===== src/rtl/edp_diag_pkg.sv =====
//============================================================================
// Module   : edp_diag_pkg
// Brief    : Shared types for the EDP diagnostic EBUS reader: DIAG[4:6]
//            register select codes, reader FSM states and the EBUS word.
// Revision : 1.0 - initial release
//============================================================================
`default_nettype none

package edp_diag_pkg;

    // DIAG[4:6] register select codes driven towards CTL/EDP
    typedef enum logic [2:0] {
        DIAG_AR  = 3'd0,
        DIAG_BR  = 3'd1,
        DIAG_MQ  = 3'd2,
        DIAG_FM  = 3'd3,
        DIAG_BRX = 3'd4,
        DIAG_ARX = 3'd5,
        DIAG_ADX = 3'd6,
        DIAG_AD  = 3'd7
    } diag_sel_e;

    // Reader FSM states
    typedef enum logic [1:0] {
        ST_IDLE  = 2'd0,
        ST_ARB   = 2'd1,
        ST_DRIVE = 2'd2,
        ST_RESP  = 2'd3
    } state_e;

    // EBUS data word, bits [0:35] carried as [35:0]
    localparam int c_WORD_W = 36;
    typedef logic [c_WORD_W-1:0] word_t;

endpackage

`default_nettype wire


===== src/rtl/edp_diag_settle_ctr.sv =====
//============================================================================
// Module   : edp_diag_settle_ctr
// Brief    : Loadable down-counter with a zero flag. Counts down to zero and
//            holds there; a load always wins over a decrement.
// Revision : 1.0 - initial release
//============================================================================
`default_nettype none

module edp_diag_settle_ctr #(
    parameter int WIDTH = 4
) (
    input  logic             clk,
    input  logic             rst_n,
    input  logic             i_load,
    input  logic [WIDTH-1:0] i_load_val,
    input  logic             i_dec,
    output logic             o_zero
);

    logic [WIDTH-1:0] r_count;

    // Load, or decrement towards zero and saturate
    always_ff @(posedge clk or negedge rst_n) begin
        if (!rst_n) begin
            r_count <= '0;
        end else if (i_load) begin
            r_count <= i_load_val;
        end else if (i_dec && (r_count != '0)) begin
            r_count <= r_count - 1'b1;
        end
    end

    assign o_zero = (r_count == '0);

endmodule

`default_nettype wire


===== src/rtl/edp_diag_reader.sv =====
//============================================================================
// Module   : edp_diag_reader
// Brief    : Front-end reader for the EDP diagnostic EBUS path. Arbitrates
//            for the EBUS, drives DIAG_READ_FUNC_12x with a DIAG[4:6] select,
//            waits SETTLE_CYCLES, captures the 36-bit word and returns it on
//            a valid/ready channel. Optional sweep reads req_sel..7.
//            Optional macro EDP_DIAG_PARITY_EN enables odd-parity checking
//            of the captured word (rsp_perr); otherwise rsp_perr is 0.
// Revision : 1.0 - initial release
//============================================================================
`default_nettype none

module edp_diag_reader
    import edp_diag_pkg::*;
#(
    parameter int SETTLE_CYCLES = 2,
    parameter int GRANT_TIMEOUT = 255
) (
    input  logic        clk,
    input  logic        rst_n,
    input  logic        i_req_valid,
    output logic        o_req_ready,
    input  logic [2:0]  i_req_sel,
    input  logic        i_req_sweep,
    input  logic        i_abort,
    output logic        o_ebus_req,
    input  logic        i_ebus_grant,
    output logic        o_diag_read_func_12x,
    output logic [2:0]  o_diag_sel,
    input  logic [35:0] i_ebus_data,
    input  logic        i_ebus_parity,
    output logic        o_rsp_valid,
    input  logic        i_rsp_ready,
    output logic [2:0]  o_rsp_sel,
    output logic [35:0] o_rsp_data,
    output logic        o_rsp_last,
    output logic        o_rsp_tmo,
    output logic        o_rsp_perr
);

    // Counters are loaded with N-1 so that the zero flag marks the N-th cycle
    localparam logic [3:0]  c_SETTLE_LOAD = 4'(SETTLE_CYCLES - 1);
    localparam logic [15:0] c_TMO_LOAD    = 16'(GRANT_TIMEOUT - 1);

    state_e    r_state;
    state_e    w_next;
    diag_sel_e r_cur_sel;
    logic      r_sweep;
    word_t     r_rsp_data;
    logic      r_tmo;
    logic      r_perr;

    logic w_settle_load;
    logic w_settle_zero;
    logic w_tmo_load;
    logic w_tmo_zero;
    logic w_accept;
    logic w_advance;
    logic w_capture;
    logic w_timeout;
    logic w_last;
    logic w_perr;

`ifdef EDP_DIAG_PARITY_EN
    // Odd parity across the 36 data bits plus the parity bit
    assign w_perr = (^i_ebus_data) ^ i_ebus_parity ^ 1'b1;
`else
    logic w_unused_parity;
    assign w_unused_parity = i_ebus_parity;
    assign w_perr          = 1'b0;
`endif

    // A timeout, a non-sweep read or register AD ends the request
    assign w_last = r_tmo | ~r_sweep | (r_cur_sel == DIAG_AD);

    edp_diag_settle_ctr #(
        .WIDTH (4)
    ) u_settle_ctr (
        .clk        (clk),
        .rst_n      (rst_n),
        .i_load     (w_settle_load),
        .i_load_val (c_SETTLE_LOAD),
        .i_dec      (r_state == ST_DRIVE),
        .o_zero     (w_settle_zero)
    );

    edp_diag_settle_ctr #(
        .WIDTH (16)
    ) u_tmo_ctr (
        .clk        (clk),
        .rst_n      (rst_n),
        .i_load     (w_tmo_load),
        .i_load_val (c_TMO_LOAD),
        .i_dec      (r_state == ST_ARB),
        .o_zero     (w_tmo_zero)
    );

    // FSM state register
    always_ff @(posedge clk or negedge rst_n) begin
        if (!rst_n) begin
            r_state <= ST_IDLE;
        end else begin
            r_state <= w_next;
        end
    end

    // Next-state decode and state-dependent outputs
    always_comb begin
        w_next               = r_state;
        w_settle_load        = 1'b0;
        w_tmo_load           = 1'b0;
        w_accept             = 1'b0;
        w_advance            = 1'b0;
        w_capture            = 1'b0;
        w_timeout            = 1'b0;
        o_req_ready          = 1'b0;
        o_ebus_req           = 1'b0;
        o_diag_read_func_12x = 1'b0;
        o_diag_sel           = 3'd0;
        o_rsp_valid          = 1'b0;
        o_rsp_sel            = 3'd0;
        o_rsp_data           = '0;
        o_rsp_last           = 1'b0;
        o_rsp_tmo            = 1'b0;
        o_rsp_perr           = 1'b0;
        case (r_state)
            ST_IDLE: begin
                o_req_ready = 1'b1;
                // abort beats a simultaneous request
                if (i_req_valid && !i_abort) begin
                    w_next     = ST_ARB;
                    w_tmo_load = 1'b1;
                    w_accept   = 1'b1;
                end
            end
            ST_ARB: begin
                o_ebus_req = 1'b1;
                if (i_abort) begin
                    w_next = ST_IDLE;
                end else if (i_ebus_grant) begin
                    w_next        = ST_DRIVE;
                    w_settle_load = 1'b1;
                end else if (w_tmo_zero) begin
                    w_next    = ST_RESP;
                    w_timeout = 1'b1;
                end
            end
            ST_DRIVE: begin
                o_ebus_req           = 1'b1;
                o_diag_read_func_12x = 1'b1;
                o_diag_sel           = r_cur_sel;
                if (i_abort) begin
                    w_next = ST_IDLE;
                end else if (!i_ebus_grant) begin
                    // Lost the bus: re-arbitrate with fresh counters
                    w_next        = ST_ARB;
                    w_tmo_load    = 1'b1;
                    w_settle_load = 1'b1;
                end else if (w_settle_zero) begin
                    w_next    = ST_RESP;
                    w_capture = 1'b1;
                end
            end
            ST_RESP: begin
                o_rsp_valid = 1'b1;
                o_rsp_sel   = r_cur_sel;
                o_rsp_data  = r_rsp_data;
                o_rsp_last  = w_last;
                o_rsp_tmo   = r_tmo;
                o_rsp_perr  = r_perr;
                if (i_abort) begin
                    w_next = ST_IDLE;
                end else if (i_rsp_ready) begin
                    if (w_last) begin
                        w_next = ST_IDLE;
                    end else begin
                        w_next     = ST_ARB;
                        w_tmo_load = 1'b1;
                        w_advance  = 1'b1;
                    end
                end
            end
            default: begin
                w_next = ST_IDLE;
            end
        endcase
    end

    // Request context and captured response fields
    always_ff @(posedge clk or negedge rst_n) begin
        if (!rst_n) begin
            r_cur_sel  <= DIAG_AR;
            r_sweep    <= 1'b0;
            r_rsp_data <= '0;
            r_tmo      <= 1'b0;
            r_perr     <= 1'b0;
        end else if (w_accept) begin
            r_cur_sel  <= diag_sel_e'(i_req_sel);
            r_sweep    <= i_req_sweep;
            r_rsp_data <= '0;
            r_tmo      <= 1'b0;
            r_perr     <= 1'b0;
        end else if (w_advance) begin
            r_cur_sel <= diag_sel_e'(r_cur_sel + 3'd1);
            r_tmo     <= 1'b0;
        end else if (w_capture) begin
            r_rsp_data <= i_ebus_data;
            r_perr     <= w_perr;
            r_tmo      <= 1'b0;
        end else if (w_timeout) begin
            r_rsp_data <= '0;
            r_perr     <= 1'b0;
            r_tmo      <= 1'b1;
        end
    end

endmodule

`default_nettype wire


===== config.mk =====
export PLATFORM = sky130hd
export DESIGN_NAME = edp_diag_reader
export DESIGN_NICKNAME = d
export VERILOG_FILES = /design/src/rtl/edp_diag_pkg.sv /design/src/rtl/edp_diag_settle_ctr.sv /design/src/rtl/edp_diag_reader.sv
export SDC_FILE = /design/constraint.sdc
export NUM_CORES = 1
export LEC_CHECK = 0
export CAP_MARGIN = 20
export CORE_MARGIN = 2
export CORE_UTILIZATION = 34
export CTS_CLUSTER_DIAMETER = 60
export CTS_CLUSTER_SIZE = 40
export DETAILED_ROUTE_END_ITERATION = 10
export PLACE_DENSITY = 0.63
export SLEW_MARGIN = 20
export SYNTH_ARGS = -nofsm -noshare
export SYNTH_HDL_FRONTEND = slang
export SYNTH_SLANG_ARGS = --single-unit

===== constraint.sdc =====
create_clock -name clk -period 2.5 [get_ports clk]
set_input_delay 0.375 -clock clk [delete_from_list [all_inputs] [get_ports clk]]
set_output_delay 0.375 -clock clk [all_outputs]
set_load 0.01 [all_outputs]

After elaboration in Yosys (flattened, before gate mapping)

Index checks and enable logic that the tools add are counted.

Register bits: 64
Input bits: 47
Output and inout bits: 49
Logic and storage cells: 99

Add/sub/neg operators: 3
Equality and inequality tests: 9
Mux-type cells: 59
Bitwise logic cells: 3
Reduce and logical (&&, ||, !) cells: 17

Operator list:

| operator                                           | number |
|---|---|
| two-way mux 36 bit                                 | 5 |
| two-way mux 1 bit                                  | 34 |
| two-way mux 16 bit                                 | 2 |
| two-way mux 2 bit                                  | 9 |
| zero test 16 bit                                   | 1 |
| nonzero test 16 bit                                | 1 |
| subtractor 16 x 1 -> 16 bit, second input constant | 1 |
| two-way mux 3 bit                                  | 4 |
| two-way mux 4 bit                                  | 2 |
| != test 4 bit, second input constant               | 2 |
| one-hot mux 2 bit (4 select lines)                 | 1 |
| nonzero test 4 bit                                 | 2 |
| nonzero test 2 bit                                 | 3 |
| == test 2 bit, second input constant               | 2 |
| zero test 4 bit                                    | 1 |
| != test 2 bit, second input constant               | 2 |
| AND reduction 4 bit                                | 1 |
| subtractor 4 x 1 -> 4 bit, second input constant   | 1 |
| adder 3 x 1 -> 3 bit, second input constant        | 1 |
| == test 3 bit, second input constant               | 1 |
| logical AND 1 bit                                  | 3 |
| != test 3 bit, second input constant               | 1 |
| one-hot mux 1 bit (3 select lines)                 | 1 |
| nonzero test 3 bit                                 | 1 |
| other kinds (8)                                    | 9 |

Logic depth before layout (Yosys ltp)

Gate-level depths: netlist of run 1.

Depth after elaboration: 9
Gate-level depth with buffers: 9
Mapped depth without buffers: 6

Hierarchy

A second synthesis of run 1 with hierarchy kept.

Cells, all modules: 423
Area total of the unflattened synthesis: 3718.6 sq um

By module, submodules not included:

| module                             | times used | cells an instance | area an instance (sq um) | sequential area each (sq um) |
|---|---|---|---|---|
| edp_diag_reader                    | 1          | 273               | 2403.6                   | 1076.0 |
| edp_diag_settle_ctr (u_tmo_ctr)    | 1          | 123               | 1044.8                   | 400.4 |
| edp_diag_settle_ctr (u_settle_ctr) | 1          | 27                | 270.3                    | 100.1 |

Least setup slack after synthesis of run 1

Ideal clock, no wire load.

Path type: reg-to-reg
From: reg r_state[1]
To: reg u_tmo_ctr.r_count[13]
Library setup time: 0.078 ns
Arrival time: 1.948 ns
Required time: 2.422 ns
Setup slack: 0.474 ns
Stages on the path, launching flop included: 8
Path buffers: 1
Clock period less this slack: 2.026 ns
Path through: dfrtp_1 > inv_1 > ha_1 > buf_4 > or3b_1 > or3_1 > or4_1 > a21oi_1

Word-level cells in the longest chain between the ends: 3
Elaborated cells between the ends (all ways): 8
Those cells by class: eq/ne (3); mux (2); reduce/logical (3)

RTL lines:

| what                                                                           | RTL line                                          | RTL |
|---|---|---|
| start: declaration                                                             | edp_diag_reader.sv:45                             | `state_e r_state;` |
| start signal: assignment                                                       | edp_diag_reader.sv:103                            | `r_state <= w_next;` |
| == test 2 bit, or another cell as far along                                    | edp_diag_reader.sv:126                            | `case (r_state)` |
| one-hot mux 1 bit (3 select lines) / logical AND 1 bit (equally long branches) | edp_diag_reader.sv:126, edp_diag_settle_ctr.sv:28 |  |
| two-way mux 16 bit / nonzero test 2 bit (equally long branches)                | n/a                                               |  |
| end signal: assignment                                                         | edp_diag_settle_ctr.sv:27                         | `r_count <= i_load_val;` |
| end signal: assignment                                                         | edp_diag_settle_ctr.sv:29                         | `r_count <= r_count - 1'b1;` |
| end: declaration                                                               | edp_diag_settle_ctr.sv:20                         | `logic [WIDTH-1:0] r_count;` |

Several ways; a longest one is shown, not always the timed one.
A chain may end at the register's enable or synchronous reset.

Worst setup path after layout of run 1

From: reg r_state[1]
To: out o_rsp_data[7]

Word-level cells in the longest chain between the ends: 2

RTL lines:

| what               | RTL line               | RTL |
|---|---|---|
| == test 2 bit      | edp_diag_reader.sv:126 |  |
| two-way mux 36 bit | edp_diag_reader.sv:126 |  |
| end: declaration   | edp_diag_reader.sv:35  | `output logic [35:0] o_rsp_data,` |

Every way passes these cells.

==> run_results.csv, run 1 <==
group,metric,value,unit
global_routing,grt_use_total,0.175,
synthesis,synth_flop_cell,"dfrtp_1",
place,finalWeightedCongestion,0.832,
route,drt_iter0_markers,230,
pwr,p_sw,1.10,mW
critical_path,endpoint_kind,"primary output",
pwr,p_per_area,599,nW/um2
critical_path,slowest_stage,"clkdlybuf4s50_1",
global_routing,grt_max_degree,51,
critical_path,path_delay_family,"buffers and inverters",
global_routing,grt_pass1_vias,3310,
clocking,post-cts-setup-buffers,0,
synthesis,ys_ff_latch,63,
cells_and_area,drive_gt1_frac,0.0809,
global_routing,grt_util_met1,0.225,
route,drc,0,
synthesis,synthCells,412,
clocking,clock-sinks,63,
synthesis,synth.cell_area,3750,um2
timing,period_minus_slack,2.38,ns
global_routing,antenna_found_initial,0,
synthesis,ys_warn_count,0,
critical_path,cp_cell_sequence,"ha_1 > buf_4 > and2_1 > clkdlybuf4s50_1",
cells_and_area,final_cells,647,
place,port_buffers,93,
synthesis,synth-edff-count,0,
timing,fin_ws,0.125,ns
synthesis,synth_nets,468,
pwr,vdd_drop_max,0.000270,V
timing,holdWs,0.491,ns
global_routing,grt_pass1_wl,16300,um
die,fp-row-count,38,
route,final_antenna_net_count,0,
die,die_height,109,um
clocking,clock_path_buffers,2,
timing,finalSetupViolCount,0,
place,dpl_worst_slack,0.0878,ns
timing,hold_violations,0,
timing,drv_slew,0,
job,maxCapViolCount,0,
timing,fin_tns_setup,0,ns
pwr,p_comb_frac,0.323,
route,routed_via_density,5.16,
route,routed_wl,9910,um
global_routing,grtUsageMet3,0.0347,
critical_path,slowest_delay,0.56,ns
place,dp_cells,630,
synthesis,syn_area_per_cell,9.11,um2
pwr,power_frac_clock,0.259,
die,die_w,109,um
critical_path,start_kind,"flip-flop",
timing,rsz0062_at_grt,"no",
synthesis,ys_types,51,
clocking,root_buffer,"clkbuf_8",
critical_path,path_class,"reg -> out",
pwr,switching_share,0.362,
critical_path,crit_required,2.12,ns
pwr,p_total,3.04,mW
global_routing,busiest_layer,"met2",
die,dieArea,11900,um2
clocking,cts_inserted_buffers,9,
clocking,htreeDepth,3,
clocking,clk_pin_slew_worst_paths,0.07,ns
die,core_area,10800,um2
timing,max_freq,0.421,GHz
route,wl_per_cell,15.3,um
critical_path,crit_fanout,17,
synthesis,async_reset_ff_frac,1.00,
clocking,worstSkewPairLatency,0.35,ns
pwr,p_seq_frac,0.419,
global_routing,met2_usage,0.294,
cells_and_area,nets,558,
clocking,tritoncts,"built",
status,outcome,"completed",
critical_path,cp_data_arrival_time,2.00,ns
timing,period_share,0.950,
critical_path,cp_num_buf_inv,2,
cells_and_area,fill_cells,1074,
pwr,p_leak,2.04,nW
global_routing,overflow,0,
cells_and_area,antennaDiodeCount,0,
place,hpwl,6930,um
route,num_vias,3336,
critical_path,r2r_slack,0.32,ns
timing,maxSlewHeadroom,0.581,
timing,skew,0.0121,ns
timing,worst_pin_slew,0.613,ns
pwr,p_int,1.94,mW
worst_hold_path,hold_class,"reg -> reg",
synthesis,ys_seq_area_frac,0.420,
cells_and_area,syn2layout_area_growth,34.9,%
route,dr.pass1.iters,4,
die,ioPinCount,96,
die,start_util,0.348,
==> flip-flops by register name (all words and copies together) (netlist names) <==
name and count:
r_cur_sel 3, r_rsp_data 36, r_sweep 1, r_state 2, u_settle_ctr.r_count 4, u_tmo_ctr.r_count 16
r_tmo 1
==> worst reg2reg max path, cell delays in order (launching register included) <==
cell and delay, ns:
dfrtp_1 0.42, inv_1 0.12, ha_1 0.26, buf_4 0.19
or2b_1 0.27, a2111oi_0 0.59, mux2i_1 0.26
==> area by class of cell <==
type,instances,area (um2),area share
Multi-Input combinational cell,273,1880,0.371
Sequential cell,63,1580,0.311
Timing Repair Buffer,109,1090,0.215
Tap cell,140,175,0.0346
Inverter,46,173,0.0341
Clock buffer,9,124,0.0245
Clock inverter,7,50.0,0.00988
==> power groups by stage <==
stage                     Sequential, mW  Clock [mW]  Combinational (mW)
final                               1.27       0.785               0.980
after global placement              1.28           0               0.959
after CTS                           1.27       0.807               0.992
after global routing                1.29       0.856                1.11
after detailed placement            1.29           0               0.987
after floorplan                     1.26           0               0.627
==> kinds of logic (layout without fill, tap and decap cells) <==
logic type      after synthesis  in the layout  synth area share
mux                          15             15            0.0403
simple gates                116            116             0.182
xor+xnor                      4              4           0.00933
other cells                   1              1          0.000999
compound gates              128            128             0.236
flops                        63             63             0.420
buf+inv                      76            171            0.0813
fa+ha+maj                     9              9            0.0300
==> synth_stat cells (all sizes together) (3+ instances only) <==
cell     number  area, um2
nor2         15       56.3
buf           8       47.5
ha            9        113
nand3         6       35.0
mux2i        14        140
dfrtp        63       1580
clkbuf       22       85.1
nor4          3       25.0
nand2         8       30.0
or3           3       18.8
inv          46        173
a211oi        4       30.0
a32oi        36        315
a21boi        3       22.5
a21oi        13       65.1
nor3         14       70.1
or4           4       30.0
o2111ai       3       26.3
o31ai         4       43.8
and2         46        288
o21ai        53        265
or3b          3       28.8
==> what timing repair did <==
item | CTS | global route
hold buffers | 1 | 0
resized for setup | 0 | 2
endpoints found under the setup margin | 0 | 4
hold endpoints to repair | 13 | 0
==> path summary, 6_finish.rpt <==
path | to | startpoint | cells after the start
worst max-delay path | o_rsp_data[7] | r_state[1]$_DFFE_PN0P_ | 4
worst min-delay path | u_tmo_ctr.r_count[10]$_DFFE_PN0P_ | u_tmo_ctr.r_count[10]$_DFFE_PN0P_ | 1
worst max register to register | u_tmo_ctr.r_count[3]$_DFFE_PN0P_ | r_state[1]$_DFFE_PN0P_ | 6
worst min register to register | u_tmo_ctr.r_count[10]$_DFFE_PN0P_ | u_tmo_ctr.r_count[10]$_DFFE_PN0P_ | 1
max in group asynchronous | u_tmo_ctr.r_count[11]$_DFFE_PN0P_ | rst_n | 3
min in group asynchronous | r_rsp_data[15]$_DFFE_PN0P_ | rst_n | 2
==> through the flow <==
step                 util  area (um2)
finish              0.469        5070
CTS                 0.469        5060
floorplan               -        3750
global route        0.469        5070
global placement    0.452        4870
detailed placement  0.452        4870
==> cells in the final DEF (no fill, tap or decap), types with 3 or more instances in the layout <==
master,synthesis,routed
clkdlybuf4s50_1,0,92
dfrtp_1,63,63
o21ai_0,52,52
inv_1,46,46
and2_1,46,46
a32oi_1,36,36
nor2_1,15,15
nor3_1,14,14
mux2i_1,14,14
a21oi_1,13,13
buf_4,3,11
ha_1,9,9
clkbuf_8,0,9
nand2_1,8,8
nand3_1,5,5
or4_1,4,4
clkinv_4,0,4
a211oi_1,4,3
o31ai_1,3,3
or3_1,3,3
o2111ai_1,3,3
a21boi_0,3,3
clkinv_2,0,3
buf_12,0,3
==> per-layer routing <==
layer	part of all wire	routed length, um
met5	0	0
met1	0.44	4360
met3	0.065	642
met2	0.48	4780
met4	0.012	123
Note: power is estimated with default switching activity, not from simulation.
==> run 2: changes to the inputs <==
SLEW_MARGIN = not set   (was 20)
==> results of run 2 <==
The final DEF is identical to that of run 1; final timing and power are the same.
